## config.mk

```make
export PLATFORM = sky130hd
export DESIGN_NAME = pipeline_hazard_ctrl
export DESIGN_NICKNAME = d
export VERILOG_FILES = /design/src/rtl/pipeline_hazard_ctrl.sv
export SDC_FILE = /design/constraint.sdc
export NUM_CORES = 1
export LEC_CHECK = 0
export CAP_MARGIN = 20
export CORE_MARGIN = 2
export CORE_UTILIZATION = 53
export DETAILED_ROUTE_END_ITERATION = 8
export PLACE_DENSITY = 0.82
export SLEW_MARGIN = 0
export SYNTH_ARGS = -nofsm -noshare
export SYNTH_HDL_FRONTEND = slang
export SYNTH_SLANG_ARGS = --single-unit
```

## constraint.sdc

```tcl
create_clock -name clk -period 4.29 [get_ports clk]
set_clock_uncertainty 0.1 [all_clocks]
set_input_delay 0.858 -clock clk [delete_from_list [all_inputs] [get_ports clk]]
set_output_delay 0.858 -clock clk [all_outputs]
set_load 0.05 [all_outputs]
```

## src/rtl/pipeline_hazard_ctrl.sv

```systemverilog
// pipeline_hazard_ctrl: freeze/flush sequencer for a 5-stage pipeline with memory handshake, watchdog and perf counters
// Ports:
//   clk, rst                      : clock, synchronous active-high reset
//   src1_i/src2_i (+_valid_i)     : ID-stage source registers
//   forward_en_i                  : forwarding unit active
//   exe_wb_en_i/exe_mem_read_i/exe_dest_i : EX-stage writeback info
//   mem_wb_en_i/mem_dest_i        : MEM-stage writeback info
//   branch_taken_i                : EX branch resolved taken
//   mem_req_i/mem_ready_i         : MEM-stage access request / controller completion
//   cnt_clr_i                     : clear performance counters
//   mem_go_o                      : start pulse to memory controller
//   freeze_*_o / flush_*_o        : stage register controls
//   mem_timeout_o                 : sticky watchdog error
//   stall_cycles_o/flush_count_o  : saturating performance counters
module pipeline_hazard_ctrl #(
    parameter int REG_AW  = 4,
    parameter int TIMEOUT = 64,
    parameter int CNT_W   = 16
) (
    input  logic              clk,
    input  logic              rst,
    input  logic [REG_AW-1:0] src1_i,
    input  logic [REG_AW-1:0] src2_i,
    input  logic              src1_valid_i,
    input  logic              src2_valid_i,
    input  logic              forward_en_i,
    input  logic              exe_wb_en_i,
    input  logic              exe_mem_read_i,
    input  logic [REG_AW-1:0] exe_dest_i,
    input  logic              mem_wb_en_i,
    input  logic [REG_AW-1:0] mem_dest_i,
    input  logic              branch_taken_i,
    input  logic              mem_req_i,
    input  logic              mem_ready_i,
    input  logic              cnt_clr_i,
    output logic              mem_go_o,
    output logic              freeze_pc_o,
    output logic              freeze_if_id_o,
    output logic              freeze_id_ex_o,
    output logic              freeze_back_o,
    output logic              flush_if_id_o,
    output logic              flush_id_ex_o,
    output logic              mem_timeout_o,
    output logic [CNT_W-1:0]  stall_cycles_o,
    output logic [CNT_W-1:0]  flush_count_o
);
    typedef enum logic [1:0] {RUN, MEM_WAIT, ERR} state_t;
    localparam logic [15:0] WAIT_LAST = 16'(TIMEOUT - 1);
    state_t             state_q, state_d;
    logic [15:0]        wait_cnt_q, wait_cnt_d;
    logic [CNT_W-1:0]   stall_cycles_q, stall_cycles_d, flush_count_q, flush_count_d;
    logic               mem_stall, hz1, hz2, hazard, hold_all, do_flush, do_bubble;
    // With forwarding only a load in EX can't be bypassed; MEM results always forward.
    assign hz1 = src1_valid_i & (forward_en_i ? (exe_wb_en_i & exe_mem_read_i & (exe_dest_i == src1_i))
                                              : ((exe_wb_en_i & (exe_dest_i == src1_i)) | (mem_wb_en_i & (mem_dest_i == src1_i))));
    assign hz2 = src2_valid_i & (forward_en_i ? (exe_wb_en_i & exe_mem_read_i & (exe_dest_i == src2_i))
                                              : ((exe_wb_en_i & (exe_dest_i == src2_i)) | (mem_wb_en_i & (mem_dest_i == src2_i))));
    assign hazard    = hz1 | hz2;
    assign mem_stall = (state_q == RUN) ? (mem_req_i & ~mem_ready_i) : (state_q == MEM_WAIT) & ~mem_ready_i;
    // A branch seen during a stall is simply not acted on; EX is frozen so it resurfaces afterwards.
    assign hold_all  = ~rst & ((state_q == ERR) | mem_stall);
    assign do_flush  = ~rst & ~hold_all & branch_taken_i;
    assign do_bubble = ~rst & ~hold_all & ~branch_taken_i & hazard;
    assign mem_go_o       = ~rst & (state_q == RUN) & mem_req_i;
    assign freeze_pc_o    = hold_all | do_bubble;
    assign freeze_if_id_o = hold_all | do_bubble;
    assign freeze_id_ex_o = hold_all;
    assign freeze_back_o  = hold_all;
    assign flush_if_id_o  = do_flush;
    assign flush_id_ex_o  = do_flush | do_bubble;
    assign mem_timeout_o  = ~rst & (state_q == ERR);
    assign stall_cycles_o = stall_cycles_q;
    assign flush_count_o  = flush_count_q;
    always_comb begin
        state_d    = state_q;
        wait_cnt_d = wait_cnt_q;
        case (state_q)
            RUN: if (mem_req_i & ~mem_ready_i) begin
                state_d    = MEM_WAIT;
                wait_cnt_d = '0;
            end
            MEM_WAIT: if (mem_ready_i) state_d = RUN;
                else if (wait_cnt_q == WAIT_LAST) state_d = ERR;
                else wait_cnt_d = wait_cnt_q + 16'd1;
            default: state_d = ERR;
        endcase
        stall_cycles_d = cnt_clr_i ? '0 : (freeze_pc_o & ~&stall_cycles_q) ? stall_cycles_q + CNT_W'(1) : stall_cycles_q;
        flush_count_d  = cnt_clr_i ? '0 : (flush_if_id_o & ~&flush_count_q) ? flush_count_q + CNT_W'(1) : flush_count_q;
    end
    always_ff @(posedge clk) begin
        if (rst) begin
            state_q        <= RUN;
            wait_cnt_q     <= '0;
            stall_cycles_q <= '0;
            flush_count_q  <= '0;
        end else begin
            state_q        <= state_d;
            wait_cnt_q     <= wait_cnt_d;
            stall_cycles_q <= stall_cycles_d;
            flush_count_q  <= flush_count_d;
        end
    end
endmodule
```

==> impl_results.md <==
* Largest net degree at the start of global routing at 29
* PD cells at 257 nW/um^2
* Die area at 5530 sq um
* Util after Layout at 72.1%
* Post-synth top area cell: dfxtp_1
* Hold_buf cts at 0
* Final slew viol count at 0
* Initial antenna violation count at 0
* Share of layout cells above drive strength 1 at 5.25%
* Row cnt at 25
* PortBufs at 67
* RSZ-0062 raised after global routing: no
* WHS at 0.404 ns
* Grt ovf at 0
* Vias in the first global route at 2290
* DRT antenna net count at 0
* Final hold violations at 0
* Clock slew at reported path FFs at 0.09 ns
* Placer Congestion at 0.808
* Crit path arrival time at 2.90 ns
* Post-cts gate resize count at 0
* Core area at 4750 sq um
* Status: finished, final reports clean
* Asr flop ratio synth at 0%
* Postcts setup bufs at 0
* CTS tree: done
* Post-synth EDFFs at 0
* TritonRoute pass-1 iters at 4
* Routed vias at 2484
* Fill cell count at 395
* Nets at 411
* Worst vdd ir at 0.000229 V
* Post-synthesis cell type count at 45
* Initial Util at 55.2%
* CTS Root Cell: clkbuf_8
* First-pass GRT wire length at 9.92 mm
* WP data required at 3.33 ns
* Syn Nets at 347
* Placed Instances at 440
* Final non-filler cell total at 448
* Yosys reg bits at 50
* Die Ht at 74.4 microns
* Vias/cell at 5.54
* Final worst-path cycle share at 89.9%
* HP Class: reg -> reg
* Cell Area, Synth at 2630 sq um
* I/O pins at 68
* Syn avg cell area at 8.31 sq um
* Synth top area cells: dfxtp_1 38%, xor2_1 10%, nor2_1 4.9%, nand2_1 4.4%, or3_1 3.8%
* Htree depth at 2
* Crit end category: output port
* Max_cap viols at 0
* Cells after synthesis at 316
* Crit path max fanout at 6
* DRT Wirelength at 6.17 mm
* Sum of negative setup slack at 0 ns
* Synthesis-to-finish area growth at 30.6%
* DRC viols at 0
* DP Wirelength at 4.62 mm
* Fin crit period at 3.86 ns
* Worst Setup Path Type: in -> out
* # setup viols final at 0
* Fmax at 0.259 GHz
* Relative slew slack at 46.4%
* Synth Warn # at 0
* Total CTS buffers at 5
* N_diodes at 0
* Chip Width at 74.4 microns
* R2r setup slk at 1.99 ns
* DR iter-0 viols at 125
* Sequential share of the synthesized area at 38.1%
* Clk_lat worst skew at 0.30 ns
* CTS Buffer Depth at 2
* Startpoint types: input pin
* Post-synth top area share at 38.1%
* GRT Total Usage at 22.7%
* Worst Max-Slew Pin Slew at 0.798 ns
* Synth Flop Type: dfxtp_1
* Routed WL per cell at 13.8 microns
* Clk sink count at 50
* Leak at 1.17 nW
[layer usage]
metal / global-route usage (%) / vias up / routed length [microns] / share of wire [%]
met5: 0 / - / 0 / 0
met4: 7.54 / 0 / 82 / 1.3
met3: 5.28 / 9 / 411 / 6.7
met2: 40.2 / 74 / 2970 / 48
met1: 26.9 / 1141 / 2700 / 44
li1: - / 1260 / - / -
[layout by cell type, fill, tap and decap left out, types with 3 or more instances in the layout]
| cell | count |
|---|---|
| clkbuf_8 | 8 |
| nor3_1 | 9 |
| clkdlybuf4s50_1 | 63 |
| nand4_1 | 11 |
| and3_1 | 7 |
| xor2_1 | 30 |
| buf_4 | 5 |
| a21oi_1 | 17 |
| xnor2_1 | 11 |
| or3_1 | 16 |
| nor4_1 | 8 |
| mux2i_1 | 4 |
| nand2_1 | 31 |
| dfxtp_1 | 50 |
| nor2_1 | 34 |
| inv_1 | 6 |
| o21ai_0 | 14 |
| ha_1 | 3 |
| nand3_1 | 18 |
[cell type report]
class,instances,area (sq um),share of cell area [%]
multi-input combinational,249,1540,45.0
sequential,50,1000,29.2
timing repair buffer,68,668,19.5
clock buffer,8,110,3.21
tap,67,83.8,2.44
inverter,6,22.5,0.657
[cells by family (layout without fill, tap and decap cells)]
family	count (synthesis)	in the layout	synth area share (%)
DFF	50	50	38.1
xor gates and xnor gates	41	41	13.7
and+or+nand+nor	153	153	30.5
AOI/OAI and AO/OA	48	48	11.6
muxes	4	4	1.52
buffers and inverters	17	82	3.10
adders and majority gates	3	3	1.43
[critical path: stages]
cell             delay [ns]
clkdlybuf4s50_1        0.42
nor2_1                 0.25
o21ai_2                0.17
a21oi_1                0.33
clkdlybuf4s50_1        0.88
[state kept, by name, indices dropped and copies added (netlist names)]
name            flops
stall_cycles_o     16
wait_cnt_q         16
flush_count_o      16
state_q             2
[worst paths after layout]
path / from / endpoint / cells past startpoint
worst max-delay path: mem_ready_i / freeze_back_o / 5
worst max register to register: stall_cycles_o[4]$_SDFFE_PP0P_ / stall_cycles_o[9]$_SDFFE_PP0P_ / 6
worst min-delay path: wait_cnt_q[15]$_SDFFE_PP0P_ / wait_cnt_q[15]$_SDFFE_PP0P_ / 2
worst min register to register: wait_cnt_q[15]$_SDFFE_PP0P_ / wait_cnt_q[15]$_SDFFE_PP0P_ / 2
[cells in the mapped netlist (2+ instances only)]
master and instances:
buf_1 2, and4_1 2, nand4_1 11, o41ai_1 2
xnor2_1 11, nand3_1 18, clkbuf_1 4, xor2_1 30
o211a_1 2, dfxtp_1 50, a22oi_1 2, or4_1 2
ha_1 3, o31a_1 2, nor4_1 8, nand2_1 31
nand2b_1 2, nor3_1 9, buf_4 2, nor4b_1 2
buf_2 2, or3_1 16, inv_1 6, o21ai_0 14
o311ai_0 2, mux2i_1 4, or2_2 2, and3_1 7
and2_1 2, nor2_1 34, nand4b_1 2, a21oi_1 17
[per-stage QoR]
step                setup WS, ns  total power, mW  area (sq um)
floorplan                  0.275            0.534          2630
global placement           0.510            0.576          3320
detailed placement         0.439            0.578          3320
CTS                        0.435            0.892          3430
global route               0.329            0.913          3430
finish                     0.434            0.883          3430
[where the power goes]
| part | internal (mW) | total, mW | switching, mW |
|---|---|---|---|
| Combinational | 0.0450 | 0.0997 | 0.0547 |
| Sequential | 0.465 | 0.468 | 0.00260 |
| Clock | 0.163 | 0.315 | 0.152 |
Note: power is estimated with default switching activity, not from simulation.
